--- src/rtl/fdtd_pkg.sv ---
// rtl/fdtd_pkg.sv - shared sweep-state type and latency default for the Ez update controller
package fdtd_pkg;

  localparam int FDTD_LAT_DEFAULT = 5;

  typedef enum logic [1:0] {
    ST_IDLE  = 2'd0,
    ST_FILL  = 2'd1,
    ST_DRAIN = 2'd2,
    ST_DONE  = 2'd3
  } fdtd_state_e;

endpackage

--- src/rtl/fdtd_valid_pipe.sv ---
// rtl/fdtd_valid_pipe.sv - enable-gated valid+data delay line tracking in-flight reads
module fdtd_valid_pipe #(
  parameter int DEPTH = 5,
  parameter int WIDTH = 10
) (
  input  logic             clk,
  input  logic             rst,
  input  logic             i_en,
  input  logic             i_valid,
  input  logic [WIDTH-1:0] i_data,
  output logic             o_valid,
  output logic [WIDTH-1:0] o_data,
  output logic             o_pending
);

  logic [DEPTH-1:0] r_valid;
  logic [WIDTH-1:0] r_data [DEPTH];

  always_ff @(posedge clk) begin
    if (rst) begin
      for (int i = 0; i < DEPTH; i++) begin
        r_valid[i] <= 1'b0;
        r_data[i]  <= '0;
      end
    end else if (i_en) begin
      r_valid[0] <= i_valid;
      r_data[0]  <= i_data;
      for (int i = 1; i < DEPTH; i++) begin
        r_valid[i] <= r_valid[i-1];
        r_data[i]  <= r_data[i-1];
      end
    end
  end

  // pending: something other than the output stage still in flight
  always_comb begin
    o_pending = 1'b0;
    for (int i = 0; i < DEPTH - 1; i++) begin
      o_pending = o_pending | r_valid[i];
    end
  end

  assign o_valid = r_valid[DEPTH-1];
  assign o_data  = r_data[DEPTH-1];

endmodule

--- src/rtl/fdtd_ez_ctrl.sv ---
// rtl/fdtd_ez_ctrl.sv - Ez sweep controller: streams reads, writes back updated cells; FDTD_EZ_SRC_EN adds a hard source
module fdtd_ez_ctrl
  import fdtd_pkg::*;
#(
  parameter int FDTD_DATA_WIDTH = 32,
  parameter int ADDR_WIDTH      = 10,
  parameter int LAT             = FDTD_LAT_DEFAULT
) (
  input  logic                       CLK,
  input  logic                       RST,
  input  logic                       start_i,
  input  logic [ADDR_WIDTH-1:0]      n_cells_i,
  input  logic                       hold_i,
  input  logic [FDTD_DATA_WIDTH-1:0] Ez_n_i,
`ifdef FDTD_EZ_SRC_EN
  input  logic [ADDR_WIDTH-1:0]      src_idx_i,
  input  logic [FDTD_DATA_WIDTH-1:0] src_val_i,
`endif
  output logic                       clken_o,
  output logic                       rd_en_o,
  output logic [ADDR_WIDTH-1:0]      rd_addr_o,
  output logic                       wr_en_o,
  output logic [ADDR_WIDTH-1:0]      wr_addr_o,
  output logic [FDTD_DATA_WIDTH-1:0] wr_data_o,
  output logic                       busy_o,
  output logic                       done_o
);

  fdtd_state_e               r_state;
  logic [ADDR_WIDTH-1:0]     r_n;
  logic [ADDR_WIDTH-1:0]     r_rd_cnt;

  logic                       w_active;
  logic                       w_clken;
  logic                       w_rd_en;
  logic                       w_wr_en;
  logic                       w_trk_valid;
  logic                       w_pending;
  logic [ADDR_WIDTH-1:0]      w_trk_addr;
  logic [FDTD_DATA_WIDTH-1:0] w_wr_data;

  always_ff @(posedge CLK) begin
    if (RST) begin
      r_state  <= ST_IDLE;
      r_n      <= '0;
      r_rd_cnt <= '0;
    end else begin
      case (r_state)
        ST_IDLE: begin
          if (start_i) begin
            r_n      <= n_cells_i;
            r_rd_cnt <= '0;
            r_state  <= (n_cells_i >= ADDR_WIDTH'(2)) ? ST_FILL : ST_DONE;
          end
        end
        ST_FILL: begin
          if (!hold_i) begin
            if (r_rd_cnt == r_n - ADDR_WIDTH'(1)) begin
              r_state <= ST_DRAIN;
            end else begin
              r_rd_cnt <= r_rd_cnt + ADDR_WIDTH'(1);
            end
          end
        end
        // leave once the entry retiring this cycle is the last one in flight
        ST_DRAIN: begin
          if (!hold_i && !w_pending) begin
            r_state <= ST_DONE;
          end
        end
        ST_DONE: r_state <= ST_IDLE;
        default: r_state <= ST_IDLE;
      endcase
    end
  end

  assign w_active = (r_state == ST_FILL) || (r_state == ST_DRAIN);
  assign w_clken  = w_active && !hold_i;
  assign w_rd_en  = (r_state == ST_FILL) && !hold_i;

  fdtd_valid_pipe #(
    .DEPTH (LAT),
    .WIDTH (ADDR_WIDTH)
  ) u_trk (
    .clk       (CLK),
    .rst       (RST),
    .i_en      (w_clken),
    .i_valid   (w_rd_en),
    .i_data    (r_rd_cnt),
    .o_valid   (w_trk_valid),
    .o_data    (w_trk_addr),
    .o_pending (w_pending)
  );

  // cell 0 is the PEC boundary and is never written back
  assign w_wr_en = w_clken && w_trk_valid && (w_trk_addr != '0);

`ifdef FDTD_EZ_SRC_EN
  assign w_wr_data = (w_trk_addr == src_idx_i) ? src_val_i : Ez_n_i;
`else
  assign w_wr_data = Ez_n_i;
`endif

  assign clken_o   = w_clken;
  assign rd_en_o   = w_rd_en;
  assign rd_addr_o = w_rd_en ? r_rd_cnt : '0;
  assign wr_en_o   = w_wr_en;
  assign wr_addr_o = w_wr_en ? w_trk_addr : '0;
  assign wr_data_o = w_wr_en ? w_wr_data : '0;
  assign busy_o    = w_active;
  assign done_o    = (r_state == ST_DONE);

endmodule
--- config.mk ---
export PLATFORM = sky130hd
export DESIGN_NAME = fdtd_ez_ctrl
export DESIGN_NICKNAME = d
export VERILOG_FILES = /design/src/rtl/fdtd_pkg.sv /design/src/rtl/fdtd_valid_pipe.sv /design/src/rtl/fdtd_ez_ctrl.sv
export SDC_FILE = /design/constraint.sdc
export NUM_CORES = 1
export LEC_CHECK = 0
export CAP_MARGIN = 20
export CORE_AREA = 4 4 101 103
export DETAILED_ROUTE_END_ITERATION = 12
export DIE_AREA = 0 0 105 107
export PLACE_DENSITY_LB_ADDON = 0.15
export SETUP_SLACK_MARGIN = 0.15
export SYNTH_ARGS = -nofsm -noshare
export SYNTH_HDL_FRONTEND = slang
export SYNTH_HIERARCHICAL = 1
export SYNTH_SLANG_ARGS = --single-unit
--- constraint.sdc ---
create_clock -name CLK -period 2.44 [get_ports CLK]
set_clock_uncertainty 0.05 [all_clocks]
set_input_delay 0.366 -clock CLK [delete_from_list [all_inputs] [get_ports CLK]]
set_output_delay 0.366 -clock CLK [all_outputs]
set_load 0.02 [all_outputs]
==> flow_summary_export.csv <==
group,metric,value,unit
run_status,status,"finished clean",
routing,wl_per_cell,15.5,microns
synthesis,synthCells,386,
synthesis,synthTopCellsByArea,"edfxtp_1, dfxtp_1, and2_1",
timing,rsz0062_at_grt,"yes",
placement,dp_slack,-0.194,ns
synthesis,synth_edf_count,50,
final_layout,fin_nets,582,
timing,post-route-min-period,2.40,ns
timing,fin_setup_tns,0,ns
timing,finalCritPeriodShare,98.6,%
routing,via_per_inst,5.13,
job,maxCapViolations,0,
floorplan,dieWidth,105,microns
floorplan,fp-row-count,35,
routing,drtIter0Drc,163,
setup_path,end_kind,"output pin",
routing,drt_pass1_iterations,4,
synthesis,yosysWarnings,6,
clock_tree,clk_pin_slew,0.09,ns
routing,drc,0,
final_layout,synthToLayoutAreaGrowth,51.3,%
setup_path,critical_path.top_delay_family,"buffers and inverters",
synthesis,syn-num-nets,439,
synthesis,async_reset_ff_share,0,%
setup_path,cp.required,2.02,ns
floorplan,ios,103,
clock_tree,clock_sinks,77,
clock_tree,cts_tree,"yes",
timing,timing.hold.ws,0.429,ns
power_and_ir_drop,powerDensity,602,nW/um^2
routing,ant_nets,0,
timing,finalMaxSlewViolations,0,
power_and_ir_drop,clkPwrFrac,25.0,%
clock_tree,cts-root-buf,"clkbuf_8",
synthesis,ys_ff_latch,77,
clock_tree,clk_path_buf_depth,2,
global_route,grt_max_degree,51,
clock_tree,hold_buffers,0,
timing,layout_setup_ws,0.0351,ns
final_layout,n_antenna_cell,0,
placement,port_buffers,102,
setup_path,cp_common_cell,"buf_6",
global_route,grt_pass1_vias,3142,
setup_path,slowest_delay,0.44,ns
power_and_ir_drop,ir_drop,0.394,mV
routing,drt-total-wl,9.97,mm
synthesis,yosys-top-cells-count,"and2_1, edfxtp_1, and2_2",
min_path,hold_class,"reg2reg",
setup_path,worstSetupPathType,"reg2out",
setup_path,cpMaxStageDelayCell,"edfxtp_1",
power_and_ir_drop,seqPwrFrac,45.1,%
power_and_ir_drop,p_leak,2.53,nW
timing,max_freq,0.416,GHz
setup_path,cp_data_arrival_time,1.99,ns
global_route,overflow,0,
setup_path,cp_cell_sequence,"nor4_4 > buf_4 > a31oi_4 > buf_6 > clkbuf_16 > and2_4 > buf_6",
power_and_ir_drop,p_total,3.65,mW
synthesis,ys_types,54,
routing,num_vias,3311,
setup_path,critPathMaxFanout,5,
synthesis,synth_top_flop_cell,"edfxtp_1",
clock_tree,cts_buffers,9,
timing,hold_viol,0,
floorplan,core_area,9200,sq um
synthesis,netlist_area,4010,sq um
final_layout,drive_gt1_share,43.8,%
setup_path,path_buf_inv,4,
global_route,track_usage,16.5,%
floorplan,die_h,107,microns
timing,tightestPinTransition,0.747,ns
global_route,grt_pass1_wl,15.0,mm
setup_path,crit_path_start_kind,"flop",
floorplan,start_util,43.6,%
floorplan,dieArea,11200,sq um
clock_tree,clock_latency,0.35,ns
placement,gp_congestion,0.833,
synthesis,synth_most_common_cell,"and2_1",
synthesis,ys_seq_area_share,50.9,%
timing,slew_headroom,50.1,%
final_layout,final_core_util,66.0,%
clock_tree,h-tree-depth,3,
setup_path,rrSetupSlack,0.08,ns
synthesis,yosysTopAreaCell,"edfxtp_1",
global_route,antenna_found_initial,0,
power_and_ir_drop,power.net_switching,1.16,mW
synthesis,avgSynthCellArea,10.4,sq um
synthesis,netlist.area_leader.share,37.4,%
timing,setup_viol,0,
power_and_ir_drop,swShare,31.8,%
power_and_ir_drop,comb_power_share,30.0,%
power_and_ir_drop,internal_power,2.49,mW
placement,hpwlAfterDp,6.43,mm
## registers in the layout (all words and copies together) (netlist names)
signal,flops
r_state,2
r_n,10
u_trk/r_data,50
u_trk/r_valid,5
r_rd_cnt,10
## what timing repair did
| action | 4_1_cts | 5_1_grt |
|---|---|---|
| pin swaps | 3 | 36 |
| cloned | 2 | 6 |
| gates resized for setup | 289 | 74 |
| setup buffers | 5 | 7 |
| setup endpoints to repair | 66 | 115 |
| endpoints found under the hold margin | 0 | 0 |
## logic make-up (layout without fill, tap and decap cells)
family / after synthesis / after routing / synth area share, %
fa+ha+maj: 7 / 7 / 2.18
compound gates: 44 / 45 / 7.68
simple gates: 208 / 208 / 30.8
flops: 77 / 77 / 50.9
mux: 12 / 12 / 3.00
xor+xnor: 11 / 11 / 2.40
buf+inv: 27 / 174 / 3.00
## worst register-to-register path, stage by stage (launching register included)
cell and delay, ns:
dfxtp_2 0.33, inv_2 0.06, ha_4 0.14, or4b_4 0.51, nor4_4 0.15, o21ai_1 0.10, a311oi_2 0.26, buf_4 0.19
nand2_4 0.06, buf_4 0.14, o221a_2 0.27
## power by group through the flow
stage | clock network, mW | registers [mW] | logic, mW
final | 0.913 | 1.65 | 1.09
after global routing | 1.00 | 1.67 | 1.20
after CTS | 0.945 | 1.64 | 1.04
after detailed placement | 0 | 1.66 | 0.972
after global placement | 0 | 1.66 | 0.955
after floorplan | 0 | 1.65 | 0.622
## cells in the final DEF (no fill, tap or decap), types with 6 or more instances in the layout
cell,instances
a21oi_1,16
and2_1,23
and2_2,38
and2_4,42
buf_4,36
buf_6,49
clkbuf_2,8
clkbuf_8,9
clkdlybuf4s50_1,47
dfxtp_1,23
edfxtp_1,50
mux2i_1,12
nand2_1,35
nor2_1,17
nor3_1,9
or3_1,6
xor2_1,7
## through the flow
stage	cells	area (sq um)
final	645	6070
after global routing	645	6070
after CTS	632	5750
after detailed placement	609	5390
after global placement	609	5390
after floorplan	386	4080
## layout make-up
type	instances	area, sq um
Inverter	6	25.0
Multi-Input combinational cell	283	2110
Clock buffer	9	124
Sequential cell	77	2050
Fill cell	727	3130
Timing Repair Buffer	152	1550
Tap cell	111	139
Clock inverter	7	63.8
## metal layers
layer,routed length (microns),GRT usage [%],up-vias
met2,5190,30.0,106
met5,0,0,-
li1,-,-,1633
met3,531,4.33,14
met1,4080,18.6,1558
met4,173,6.28,0
## final timing paths
kind,start,endpoint,cells after the start
worst max-delay path,u_trk/r_data[4][0]$_SDFFCE_PN0P_,wr_data_o[23],7
worst min-delay path,r_n[9]$_SDFFE_PP0P_,r_n[9]$_SDFFE_PP0P_,2
worst max register to register,r_n[1]$_SDFFE_PP0P_,r_state[0]$_SDFFE_PP0P_,10
worst min register to register,r_n[9]$_SDFFE_PP0P_,r_n[9]$_SDFFE_PP0P_,2
No activity file was read; power rests on OpenSTA's default activity.
